### src/rtl/arm_pkg.sv
// -----------------------------------------------------------------------------
// arm_pkg
// Shared types for the ARM ID->EXE pipeline register and its hazard
// scoreboard.
//   EXE_CMD_W  : ALU command width
//   SB_DEST_W  : destination field width held in a scoreboard entry. It must be
//                >= the register-index width; narrower indices are zero-extended.
//   id_ctrl_t  : decoded control bundle carried from ID to EXE
//   sb_entry_t : one in-flight downstream instruction {valid, wb_en, mem_r_en, dest}
// -----------------------------------------------------------------------------
package arm_pkg;

    localparam int unsigned EXE_CMD_W = 4;
    localparam int unsigned SB_DEST_W = 8;

    typedef struct packed {
        logic                 wb_en;
        logic                 mem_r_en;
        logic                 mem_w_en;
        logic                 b;
        logic                 s;
        logic [EXE_CMD_W-1:0] exe_cmd;
    } id_ctrl_t;

    typedef struct packed {
        logic                 valid;
        logic                 wb_en;
        logic                 mem_r_en;
        logic [SB_DEST_W-1:0] dest;
    } sb_entry_t;

endpackage

### src/rtl/hazard_scoreboard.sv
// -----------------------------------------------------------------------------
// hazard_scoreboard
// Shift register of destination registers still in flight downstream of ID
// (entry 0 = EXE, entry 1 = MEM, ...) plus the source/destination comparators
// that produce the raw read-after-write hazard for the instruction in ID.
// WB is not tracked: the register file writes before it reads.
//
// Build option: ID_FWD_EN -- when defined, EXE/MEM forwarding exists and only a
// load sitting in entry 0 (load-use) can cause a hazard.
//
// Ports:
//   clk, rst      : clock, asynchronous active-high reset (empties the board)
//   i_new_entry   : entry loaded into slot 0 (mirrors the EXE output register)
//   i_in_valid    : ID holds a real instruction
//   i_src1/i_src2 : source register indices of the ID instruction
//   i_two_src     : i_src2 is a real read
//   o_raw_hazard  : combinational RAW hazard (before flush masking)
// -----------------------------------------------------------------------------
module hazard_scoreboard
    import arm_pkg::*;
#(
    parameter int unsigned REG_AW      = 4,
    parameter int unsigned TRACK_DEPTH = 2   // legal range 1..4
) (
    input  logic              clk,
    input  logic              rst,
    input  sb_entry_t         i_new_entry,
    input  logic              i_in_valid,
    input  logic [REG_AW-1:0] i_src1,
    input  logic [REG_AW-1:0] i_src2,
    input  logic              i_two_src,
    output logic              o_raw_hazard
);

    sb_entry_t r_sb [TRACK_DEPTH];

    logic [SB_DEST_W-1:0]   w_src1;
    logic [SB_DEST_W-1:0]   w_src2;
    logic [TRACK_DEPTH-1:0] w_hit;

    // Downstream never stalls, so the board advances unconditionally.
    always_ff @(posedge clk or posedge rst) begin
        if (rst) begin
            for (int k = 0; k < TRACK_DEPTH; k++) begin
                r_sb[k] <= '0;
            end
        end else begin
            r_sb[0] <= i_new_entry;
            for (int k = 1; k < TRACK_DEPTH; k++) begin
                r_sb[k] <= r_sb[k-1];
            end
        end
    end

    assign w_src1 = SB_DEST_W'(i_src1);
    assign w_src2 = SB_DEST_W'(i_src2);

    always_comb begin
        w_hit = '0;
        for (int k = 0; k < TRACK_DEPTH; k++) begin
`ifdef ID_FWD_EN
            // Everything but a load in EXE is covered by forwarding.
            w_hit[k] = (k == 0) && r_sb[k].valid && r_sb[k].wb_en && r_sb[k].mem_r_en &&
                       ((r_sb[k].dest == w_src1) || (i_two_src && (r_sb[k].dest == w_src2)));
`else
            w_hit[k] = r_sb[k].valid && r_sb[k].wb_en &&
                       ((r_sb[k].dest == w_src1) || (i_two_src && (r_sb[k].dest == w_src2)));
`endif
        end
    end

    assign o_raw_hazard = i_in_valid & (|w_hit);

endmodule

### src/rtl/id_exe_hazard_reg.sv
// -----------------------------------------------------------------------------
// id_exe_hazard_reg
// ID->EXE pipeline register with integrated RAW hazard detection. On a hazard
// the ID instruction is held upstream (hazard freezes PC and IF/ID) and a
// bubble is written into EXE. A taken-branch flush squashes the ID
// instruction and overrides any hazard. stall_count saturates at all-ones.
//
// Build option: ID_FWD_EN -- forwarding present; only load-use stalls.
//
// Ports:
//   clk, rst                 : clock, asynchronous active-high reset
//   in_valid, flush          : ID instruction real / squash it
//   *_in                     : decoded controls, operands, immediates, indices
//   src1_in, src2_in, two_src_in : source indices for hazard checking only
//   hazard                   : combinational stall request for IF/ID
//   out_valid, <fields>      : registered EXE-side copy of the ID fields
//   stall_count              : saturating count of hazard cycles
// -----------------------------------------------------------------------------
module id_exe_hazard_reg
    import arm_pkg::*;
#(
    parameter int unsigned DATA_W      = 32,
    parameter int unsigned REG_AW      = 4,
    parameter int unsigned TRACK_DEPTH = 2,
    parameter int unsigned CNT_W       = 16
) (
    input  logic                 clk,
    input  logic                 rst,
    input  logic                 in_valid,
    input  logic                 flush,
    input  logic                 wb_en_in,
    input  logic                 mem_r_en_in,
    input  logic                 mem_w_en_in,
    input  logic                 b_in,
    input  logic                 s_in,
    input  logic                 imm_in,
    input  logic [EXE_CMD_W-1:0] exe_cmd_in,
    input  logic [DATA_W-1:0]    pc_in,
    input  logic [DATA_W-1:0]    val_rn_in,
    input  logic [DATA_W-1:0]    val_rm_in,
    input  logic [11:0]          shift_operand_in,
    input  logic [23:0]          signed_imm_24_in,
    input  logic [REG_AW-1:0]    dest_in,
    input  logic [REG_AW-1:0]    src1_in,
    input  logic [REG_AW-1:0]    src2_in,
    input  logic                 two_src_in,
    output logic                 hazard,
    output logic                 out_valid,
    output logic                 wb_en,
    output logic                 mem_r_en,
    output logic                 mem_w_en,
    output logic                 b,
    output logic                 s,
    output logic                 imm,
    output logic [EXE_CMD_W-1:0] exe_cmd,
    output logic [DATA_W-1:0]    pc,
    output logic [DATA_W-1:0]    val_rn,
    output logic [DATA_W-1:0]    val_rm,
    output logic [11:0]          shift_operand,
    output logic [23:0]          signed_imm_24,
    output logic [REG_AW-1:0]    dest,
    output logic [CNT_W-1:0]     stall_count
);

    logic      w_raw_hazard;
    logic      w_capture;
    id_ctrl_t  w_ctrl_in;
    sb_entry_t w_entry;

    logic                 r_valid;
    id_ctrl_t             r_ctrl;
    logic                 r_imm;
    logic [DATA_W-1:0]    r_pc;
    logic [DATA_W-1:0]    r_val_rn;
    logic [DATA_W-1:0]    r_val_rm;
    logic [11:0]          r_shift_operand;
    logic [23:0]          r_signed_imm_24;
    logic [REG_AW-1:0]    r_dest;
    logic [CNT_W-1:0]     r_stall_count;

    assign hazard    = w_raw_hazard & ~flush;
    // Flush beats hazard beats issue; anything else is a bubble.
    assign w_capture = in_valid & ~flush & ~w_raw_hazard;

    always_comb begin
        w_ctrl_in          = '0;
        w_ctrl_in.wb_en    = wb_en_in;
        w_ctrl_in.mem_r_en = mem_r_en_in;
        w_ctrl_in.mem_w_en = mem_w_en_in;
        w_ctrl_in.b        = b_in;
        w_ctrl_in.s        = s_in;
        w_ctrl_in.exe_cmd  = exe_cmd_in;
    end

    // Slot 0 of the scoreboard tracks exactly what the output register holds.
    always_comb begin
        w_entry          = '0;
        w_entry.valid    = w_capture;
        w_entry.wb_en    = w_capture & wb_en_in;
        w_entry.mem_r_en = w_capture & mem_r_en_in;
        w_entry.dest     = SB_DEST_W'(dest_in);
    end

    hazard_scoreboard #(
        .REG_AW      (REG_AW),
        .TRACK_DEPTH (TRACK_DEPTH)
    ) u_scoreboard (
        .clk          (clk),
        .rst          (rst),
        .i_new_entry  (w_entry),
        .i_in_valid   (in_valid),
        .i_src1       (src1_in),
        .i_src2       (src2_in),
        .i_two_src    (two_src_in),
        .o_raw_hazard (w_raw_hazard)
    );

    always_ff @(posedge clk or posedge rst) begin
        if (rst) begin
            r_valid         <= 1'b0;
            r_ctrl          <= '0;
            r_imm           <= 1'b0;
            r_pc            <= '0;
            r_val_rn        <= '0;
            r_val_rm        <= '0;
            r_shift_operand <= '0;
            r_signed_imm_24 <= '0;
            r_dest          <= '0;
            r_stall_count   <= '0;
        end else begin
            r_valid <= w_capture;
            r_ctrl  <= w_capture ? w_ctrl_in : '0;
            // Data fields are don't-care in a bubble, so they simply hold.
            if (w_capture) begin
                r_imm           <= imm_in;
                r_pc            <= pc_in;
                r_val_rn        <= val_rn_in;
                r_val_rm        <= val_rm_in;
                r_shift_operand <= shift_operand_in;
                r_signed_imm_24 <= signed_imm_24_in;
                r_dest          <= dest_in;
            end
            if (hazard && (r_stall_count != {CNT_W{1'b1}})) begin
                r_stall_count <= r_stall_count + CNT_W'(1);
            end
        end
    end

    assign out_valid     = r_valid;
    assign wb_en         = r_ctrl.wb_en;
    assign mem_r_en      = r_ctrl.mem_r_en;
    assign mem_w_en      = r_ctrl.mem_w_en;
    assign b             = r_ctrl.b;
    assign s             = r_ctrl.s;
    assign exe_cmd       = r_ctrl.exe_cmd;
    assign imm           = r_imm;
    assign pc            = r_pc;
    assign val_rn        = r_val_rn;
    assign val_rm        = r_val_rm;
    assign shift_operand = r_shift_operand;
    assign signed_imm_24 = r_signed_imm_24;
    assign dest          = r_dest;
    assign stall_count   = r_stall_count;

endmodule

### config.mk
export PLATFORM = sky130hd
export DESIGN_NAME = id_exe_hazard_reg
export DESIGN_NICKNAME = d
export VERILOG_FILES = /design/src/rtl/arm_pkg.sv /design/src/rtl/hazard_scoreboard.sv /design/src/rtl/id_exe_hazard_reg.sv
export SDC_FILE = /design/constraint.sdc
export NUM_CORES = 1
export LEC_CHECK = 0
export BUFFER_PORTS_ARGS = -buffer_cell sky130_fd_sc_hd__buf_2
export CAP_MARGIN = 20
export CORE_MARGIN = 1.5
export CORE_UTILIZATION = 25
export DETAILED_ROUTE_END_ITERATION = 10
export PLACE_DENSITY = 0.51
export SYNTH_ARGS = -nofsm -noshare
export SYNTH_HDL_FRONTEND = slang
export SYNTH_SLANG_ARGS = --single-unit
### constraint.sdc
create_clock -name clk -period 10.5 [get_ports clk]
set_input_delay 1.575 -clock clk [delete_from_list [all_inputs] [get_ports clk]]
set_output_delay 1.575 -clock clk [all_outputs]
set_load 0.02 [all_outputs]
==> run_results.csv, run 1 <==
group,metric,value,unit
clock_network,h-tree-depth,4,
synth,syn-mean-instance-area,15.9,um^2
synth,synth_area_leaders,"dfrtp_1 64%, mux2_1 20%, mux2_2 3.7%",
floorplanning,rows,59,
worst_setup_path,critPathCaptureType,"primary output",
power,p_clk_frac,0.390,
finish,finalNonFillerCells,1100,
hold_path,hold_class,"reg2reg",
grt,grt_pass1_wl,25800,um
power,p_sw,523,uW
finish,final_area,9320,um^2
drt,drc,0,
worst_setup_path,slowest_delay,0.58,ns
grt,grt_pass1_vias,4699,
floorplanning,initial_core_util,0.257,
power,intPower,1310,uW
worst_setup_path,cpMostUsedCell,"buf_2",
power,power_density,197,nW/um^2
drt,firstDrtPassIters,4,
placed_design,preCtsSetupSlack,5.95,ns
finish,layout.nets,913,
sta,fin_crit_sh,0.433,
drt,ant_nets,0,
status,status,"complete, no violations",
synth,synth.distinct_cells,34,
power,leakage,0.00460,uW
placed_design,dp_hpwl,12100,um
synth,yosys_warnings,0,
drt,wl,16600,um
drt,vias,4569,
synth,ys_ff_latch,173,
grt,antenna_found_initial,0,
floorplanning,core,26300,um^2
placed_design,dpl_cell_area,8660,um^2
clock_network,cts.repair.resized,0,
finish,area_growth,38.0,%
finish,layout-drive-gt1-share,0.511,
floorplanning,dieArea,28000,um^2
grt,grt.overflow.total,0,
clock_network,cts_root_buf,"clkbuf_16",
grt,grt_usage,0.119,
clock_network,post_cts_buffers,0,
power,p_sw_frac,0.285,
sta,layout_setup_ws,5.95,ns
floorplanning,fp.dieH,167,um
clock_network,clock-sinks,173,
clock_network,clk_pin_slew,0.07,ns
synth,yosys.area.top_type,"dfrtp_1",
floorplanning,num_io_pins,323,
sta,hold_viol,0,
grt,busiest_layer,"met2",
placed_design,io_buffer_count,322,
power,irDropWorstVdd,0.0000874,V
drt,via_per_inst,4.15,
grt,grt_max_degree,68,
drt,drt_iter0_markers,131,
synth,synth_fp_nets,585,
finish,n_antenna_cell,0,
clock_network,cts_buffers,17,
job,drv_cap,0,
power,power.share.combinational,0.180,
sta,setup-tns-final,0,ns
grt,use_met3,0.0463,
worst_setup_path,cp_slowest_cell,"nor2_2",
clock_network,insertion_delay,0.42,ns
placed_design,gp_congestion,0.762,
sta,tightest_slew,0.887,ns
floorplanning,die_w,167,um
finish,layout_common_cells,"322 x buf_2, 173 x dfrtp_1, 117 x mux2_1, 24 x xor2_1, 22 x mux2_2",
worst_setup_path,cp.required,8.93,ns
sta,rsz0062_at_grt,"false",
worst_setup_path,arrival,2.97,ns
worst_setup_path,cp-start-kind,"input port",
sta,clock_skew,0.0135,ns
worst_setup_path,path_cells,"buf_2, xor2_1, nor3_1, nand4_1, o41ai_2, nor2_2, nor2_1, buf_2",
worst_setup_path,critPathKind,"in2out",
grt,gr-usage-met2,0.206,
synth,synthCells,425,
worst_setup_path,r2r_slack,7.50,ns
finish,final_common_cell,"buf_2",
sta,fin_crit,4.55,ns
grt,grt_use_met1,0.134,
clock_network,cts_hold_buf,0,
power,sequentialPowerShare,0.429,
clock_network,clockBufferDepth,2,
placed_design,dp_cells,1069,
sta,slew-limit-headroom,0.407,
clock_network,cts_tree,"yes",
sta,finalSetupViolCount,0,
synth,netlist.area_leader.share,0.641,
drt,wire_per_inst,15.1,um
synth,synth_area,6750,um^2
synth,ys_seq_area_frac,0.641,
sta,fmax,220,MHz
sta,maxSlewViolCount,0,
worst_setup_path,path_max_fanout,17,
## through the flow
stage	hold slack, ns	util	total power (uW)
after floorplan	0.409	-	997
after global placement	0.431	0.330	1130
final	0.438	0.355	1830
after global routing	0.459	0.355	1920
after CTS	0.447	0.355	1870
after detailed placement	0.432	0.330	1140
## power by group through the flow
stage / Clock (uW) / Combinational [uW] / Sequential, uW
finish: 715 / 331 / 786
global route: 770 / 355 / 798
CTS: 745 / 338 / 787
detailed placement: 0 / 338 / 799
global placement: 0 / 337 / 797
floorplan: 0 / 92.2 / 905
## worst max-delay path, delay by kind of cell
kind | cells | cell delay, ns
and+or+nand+nor | 4 | 0.83
buffers and inverters | 2 | 0.30
xor gates and xnor gates | 1 | 0.15
AOI/OAI and AO/OA | 1 | 0.12
## layer usage
layer / up-vias / part of all wire
met5: - / 0
met4: 0 / 0.011
li1: 2145 / -
met2: 166 / 0.51
met1: 2247 / 0.40
met3: 11 / 0.076
## worst paths after layout
kind	startpoint	end	cells after the start
worst max register to register	u_scoreboard.r_sb[14]	pc[15]	7
min in group asynchronous	rst	val_rn[30]	2
worst min-delay path	u_scoreboard.r_sb[12]	u_scoreboard.r_sb[1]	0
worst min register to register	u_scoreboard.r_sb[12]	u_scoreboard.r_sb[1]	0
worst max-delay path	src1_in[3]	hazard	8
max in group asynchronous	rst	shift_operand[2]	3
## logic make-up after synthesis
logic type,count (synthesis),share of synthesized area
xor+xnor,28,0.0363
compound gates,3,0.00593
simple gates,61,0.0552
buf+inv,19,0.0252
flops,173,0.641
mux,140,0.234
fa+ha+maj,1,0.00185
## synthesized netlist by cell type (all sizes together)
cell and instances:
and2 9, or2 1, and3 1, or4 1, xor2 24, or2b 1, and2b 1, xnor2 4
inv 2, nor3 12, dfrtp 173, o41ai 2, nand3 4, nand4 6, nor2b 1, nand2 11
ha 1, o31ai 1, mux2 140, nor2 5, nor4 4, buf 17, nand3b 1, nand2b 2
or4b 1
## flip-flops by register name, indices dropped and copies added (netlist names)
| register | cells |
|---|---|
| b | 1 |
| dest | 4 |
| exe_cmd | 4 |
| imm | 1 |
| mem_r_en | 1 |
| mem_w_en | 1 |
| pc | 32 |
| s | 1 |
| shift_operand | 12 |
| signed_imm_24 | 24 |
| stall_count | 16 |
| u_scoreboard.r_sb | 11 |
| val_rm | 32 |
| val_rn | 32 |
| wb_en | 1 |
## cell type report
cell class | instances | area (um^2)
flip-flops and latches | 173 | 4330
fillers | 2620 | 17000
multi-input cells | 233 | 2260
repair buffers | 326 | 1640
inverters | 2 | 12.5
clock buffers | 17 | 425
clock inverters | 14 | 231
well taps | 335 | 419
Note: power is estimated with default switching activity, not from simulation.
==> run 2: changes to the inputs <==
==> constraint.sdc (replaced) <==
create_clock -name clk -period 4.2 [get_ports clk]
set_input_delay 0.63 -clock clk [delete_from_list [all_inputs] [get_ports clk]]
set_output_delay 0.63 -clock clk [all_outputs]
set_load 0.02 [all_outputs]
==> run_results.csv, run 2 (synthesis gave the netlist of run 1 again) <==
group,metric,value,unit
sta,fmax,356,MHz
finish,multi_input_area,2260,um^2
drt,vias,4596,
worst_setup_path,cp.required,3.57,ns
placed_design,io_buffer_count,322,
worst_setup_path,cp_slowest_cell,"nor2_2",
worst_setup_path,critPathCaptureType,"primary output",
finish,n_antenna_cell,0,
power,power_density,471,nW/um^2
finish,layout-drive-gt1-share,0.512,
sta,slew-limit-headroom,0.460,
sta,setup-tns-final,0,ns
clock_network,cts_buffers,17,
floorplanning,num_io_pins,323,
grt,grt_pass1_vias,4712,
power,p_sw_frac,0.311,
power,fin_total_pwr,4370,uW
worst_setup_path,path_max_fanout,17,
clock_network,clockBufferDepth,2,
sta,maxSlewViolCount,0,
finish,area_growth,37.6,%
worst_setup_path,crit_buf_inv,1,
finish,nFillCells,2651,
power,power.share.combinational,0.190,
drt,drt_iter0_markers,207,
power,intPower,3010,uW
worst_setup_path,slowest_delay,0.60,ns
grt,antenna_found_initial,1,
sta,clock_skew,0.0179,ns
job,drv_cap,0,
worst_setup_path,r2r_slack,1.95,ns
placed_design,dp_cells,1070,
grt,grt_max_degree,98,
drt,wl,16600,um
placed_design,dpl_cell_area,8700,um^2
sta,fin_crit,2.81,ns
worst_setup_path,rr_endpoint,"stall_count[14]",
power,p_clk_frac,0.360,
drt,firstDrtPassIters,4,
drt,wire_per_inst,15.1,um
grt,grt_pass1_wl,26100,um
worst_setup_path,reg2reg_from,"u_scoreboard.r_sb[11]",
clock_network,h-tree-depth,4,
floorplanning,fp.dieH,167,um
worst_setup_path,cp-start-kind,"register",
floorplanning,rows,59,
worst_setup_path,arrival,2.18,ns
clock_network,cts.repair.resized,0,
sta,tightest_slew,0.808,ns
placed_design,gp_congestion,0.746,
grt,grt_usage,0.119,
hold_path,hold_class,"in2reg",
power,irDropWorstVdd,0.000218,V
drt,via_per_inst,4.17,
floorplanning,initial_core_util,0.257,
sta,finalSetupViolCount,0,
clock_network,cts_root_buf,"clkbuf_16",
clock_network,clk_pin_slew,0.07,ns
finish,finalNonFillerCells,1102,
sta,fin_crit_sh,0.669,
status,status,"complete, no violations",
worst_setup_path,cpLargestDelayFamily,"simple AND/OR/NAND/NOR gates",
clock_network,cts_hold_buf,0,
hold_path,hold_start,"dest_in[2]",
drt,ant_nets,0,
finish,final_common_cell,"buf_2",
sta,hold_viol,0,
clock_network,clock-sinks,173,
sta,rsz0062_at_grt,"false",
finish,layout.nets,914,
hold_path,hold_end,"u_scoreboard.r_sb[13]",
sta,layout_setup_ws,1.39,ns
worst_setup_path,critPathKind,"reg2out",
floorplanning,die_w,167,um
worst_setup_path,worstRegToRegCells,5,
clock_network,insertion_delay,0.43,ns
placed_design,preCtsSetupSlack,1.49,ns
clock_network,post_cts_buffers,0,
power,sequentialPowerShare,0.449,
power,leakage,0.00458,uW
floorplanning,core,26300,um^2
finish,final_area,9290,um^2
placed_design,dp_hpwl,12000,um
drt,drc,0,
clock_network,cts_tree,"yes",
power,p_sw,1360,uW
hold_path,holdPathStages,1,
finish,layout_common_cells,"322 x buf_2, 173 x dfrtp_1, 117 x mux2_1, 24 x xor2_1, 22 x mux2_2",
finish,seq_area,4330,um^2
floorplanning,dieArea,28000,um^2
worst_setup_path,path_cells,"xor2_1, nor3_1, nand4_1, o41ai_2, nor2_2, nor2_1, buf_2",
grt,grt.overflow.total,0,
run 2: worst reg2reg max path: cells and delay by family (launching register included):
kind | cells | cell delay [ns]
simple gates | 2 | 0.62
compound gates | 1 | 0.55
flops | 1 | 0.42
mux | 1 | 0.36
xor+xnor | 1 | 0.18
run 2: worst max path at each step:
stage,depth (start not counted),endpoint,slack [ns],from
global route,7,hazard,1.21,u_scoreboard.r_sb[14]
CTS,7,hazard,1.34,u_scoreboard.r_sb[14]
detailed placement,8,hazard,1.49,src1_in[3]
finish,7,hazard,1.39,u_scoreboard.r_sb[14]
global placement,8,hazard,1.47,src1_in[3]
floorplan,1,b,1.36,rst
run 2: layer usage:
metal,share of wire,track usage,wire length [um],vias up
met2,0.50,0.201,8390,154
met4,0.013,0.0345,210,2
met1,0.42,0.145,7000,2285
met5,0.00078,0,13,-
met3,0.061,0.0399,1010,13
li1,-,-,-,2142
run 2: cell type report:
| type | instances | share of cell area |
|---|---|---|
| clock buffer | 18 | 0.0473 |
| clock inverter | 14 | 0.0160 |
| inverter | 2 | 0.00121 |
| multi-input combinational | 233 | 0.243 |
| sequential | 173 | 0.466 |
| tap | 335 | 0.0451 |
| timing repair buffer | 327 | 0.182 |
run 2: metrics by stage:
step	utilization	hold slack, ns
after CTS	0.354	0.316
after detailed placement	0.331	0.423
after global routing	0.354	0.316
final	0.354	0.340
after floorplan	-	0.409
after global placement	0.331	0.432
run 2: power by group through the flow:
| stage | combinational, uW | clock (uW) | sequential (uW) |
|---|---|---|---|
| finish | 833 | 1580 | 1960 |
| global route | 895 | 1710 | 2000 |
| CTS | 853 | 1650 | 1970 |
| detailed placement | 853 | 0 | 2000 |
| global placement | 849 | 0 | 1990 |
| floorplan | 231 | 0 | 2260 |
==> run 3: changes to the inputs <==
==> constraint.sdc (replaced) <==
create_clock -name clk -period 2.6 [get_ports clk]
set_input_delay 0.39 -clock clk [delete_from_list [all_inputs] [get_ports clk]]
set_output_delay 0.39 -clock clk [all_outputs]
set_load 0.02 [all_outputs]
==> run_results.csv, run 3 (synthesis gave the netlist of run 1 again) <==
group,metric,value,unit
status,status,"complete, no violations",
clock_network,cts_root_buf,"clkbuf_16",
sta,slew-limit-headroom,0.643,
drt,drc,0,
grt,grt_pass1_vias,4665,
clock_network,clock-sinks,173,
grt,grt.overflow.total,0,
floorplanning,num_io_pins,323,
finish,final_area,9340,um^2
grt,grt_pass1_wl,26200,um
hold_path,hold_class,"in2async",
clock_network,clk_pin_slew,0.07,ns
clock_network,cts_tree,"yes",
floorplanning,initial_core_util,0.257,
drt,firstDrtPassIters,6,
finish,finish.utilization,0.355,
drt,via_per_inst,4.17,
floorplanning,fp.dieH,167,um
finish,layout_common_cells,"322 x buf_2, 173 x dfrtp_1, 117 x mux2_1, 24 x xor2_1, 22 x mux2_2",
drt,wire_per_inst,15.2,um
floorplanning,dieArea,28000,um^2
power,leakage,0.00460,uW
drt,drt_iter0_markers,159,
power,irDropWorstVdd,0.000380,V
clock_network,cts_hold_buf,0,
drt,wl,16700,um
sta,clock_skew,0.0140,ns
sta,finalSetupViolCount,0,
worst_setup_path,critPathCaptureType,"primary output",
worst_setup_path,cp.required,2.21,ns
grt,grt_max_degree,83,
job,drv_cap,0,
floorplanning,core,26300,um^2
finish,final_common_cell,"buf_2",
drt,vias,4594,
worst_setup_path,crit_start,"u_scoreboard.r_sb[12]",
finish,area_growth,38.4,%
sta,tightest_slew,0.534,ns
clock_network,h-tree-depth,4,
sta,worst_hold_slack,0.0145,ns
worst_setup_path,critPathKind,"reg2out",
worst_setup_path,cp-start-kind,"register",
finish,multi_input_area,2280,um^2
clock_network,insertion_delay,0.42,ns
grt,antenna_found_initial,2,
placed_design,gp_congestion,0.751,
finish,layout.nets,913,
power,power_density,770,nW/um^2
finish,seq_area,4330,um^2
drt,ant_nets,0,
grt,grt_usage,0.120,
sta,maxSlewViolCount,0,
sta,fmax,413,MHz
placed_design,preCtsSetupSlack,0.249,ns
sta,fin_crit,2.42,ns
sta,layout_setup_ws,0.176,ns
finish,layout-drive-gt1-share,0.511,
placed_design,dpl_cell_area,8710,um^2
worst_setup_path,path_max_fanout,17,
worst_setup_path,reg2reg_from,"u_scoreboard.r_sb[14]",
worst_setup_path,arrival,2.03,ns
floorplanning,die_w,167,um
clock_network,cts_buffers,17,
sta,hold_viol,0,
floorplanning,rows,59,
placed_design,io_buffer_count,322,
placed_design,dp_hpwl,12000,um
clock_network,clockBufferDepth,2,
sta,fin_crit_sh,0.932,
finish,nFillCells,2680,
sta,rsz0062_at_grt,"false",
run 3: report_power, final:
group | total [uW] | switching, uW | internal [uW]
registers | 3180 | 150 | 3030
logic | 1350 | 816 | 535
clock network | 2660 | 1160 | 1500
total | 7190 | 2130 | 5060
run 3: layer usage:
| layer | part of all wire | wire [um] | track usage |
|---|---|---|---|
| met4 | 0.010 | 173 | 0.0372 |
| met5 | 0.00042 | 7 | 0 |
| met1 | 0.42 | 6990 | 0.144 |
| met2 | 0.51 | 8540 | 0.200 |
| met3 | 0.061 | 1020 | 0.0433 |
run 3: final cells by class:
type | count | share of cell area
antenna | 1 | 0.000268
sequential | 173 | 0.463
tap | 335 | 0.0449
inverter | 2 | 0.00121
timing repair buffer | 326 | 0.181
clock inverter | 12 | 0.0161
multi-input combinational | 233 | 0.245
clock buffer | 19 | 0.0485
run 3: path summary, 6_finish.rpt:
kind                       slack (ns)                    end  depth (start not counted)
max                              0.18                 hazard                          6
min                              0.01      shift_operand[10]                          2
max reg2reg                      0.41      signed_imm_24[21]                          7
min reg2reg                      0.44   u_scoreboard.r_sb[1]                          0
max in group asynchronous        1.80             val_rn[25]                          3
min in group clk                 0.10  u_scoreboard.r_sb[13]                          1
run 3: timing repair:
action	in CTS	in global routing
gates cloned	0	0
setup buffers	0	0
setup endpoints to repair	1	1
resized for setup	2	1
run 3: per-stage QoR:
step	total power, uW	cells	setup TNS (ns)
floorplan	4030	425	-0.117
global placement	4590	1069	0
detailed placement	4610	1069	0
CTS	7340	1100	0
global route	7540	1101	0
finish	7190	1101	0
run 3: critical path, cell delays in order (launching register included):
cell     delay, ns
dfrtp_1       0.41
xnor2_1       0.18
nand4_1       0.17
o41ai_4       0.38
nor2_4        0.18
nor2_1        0.12
buf_2         0.17
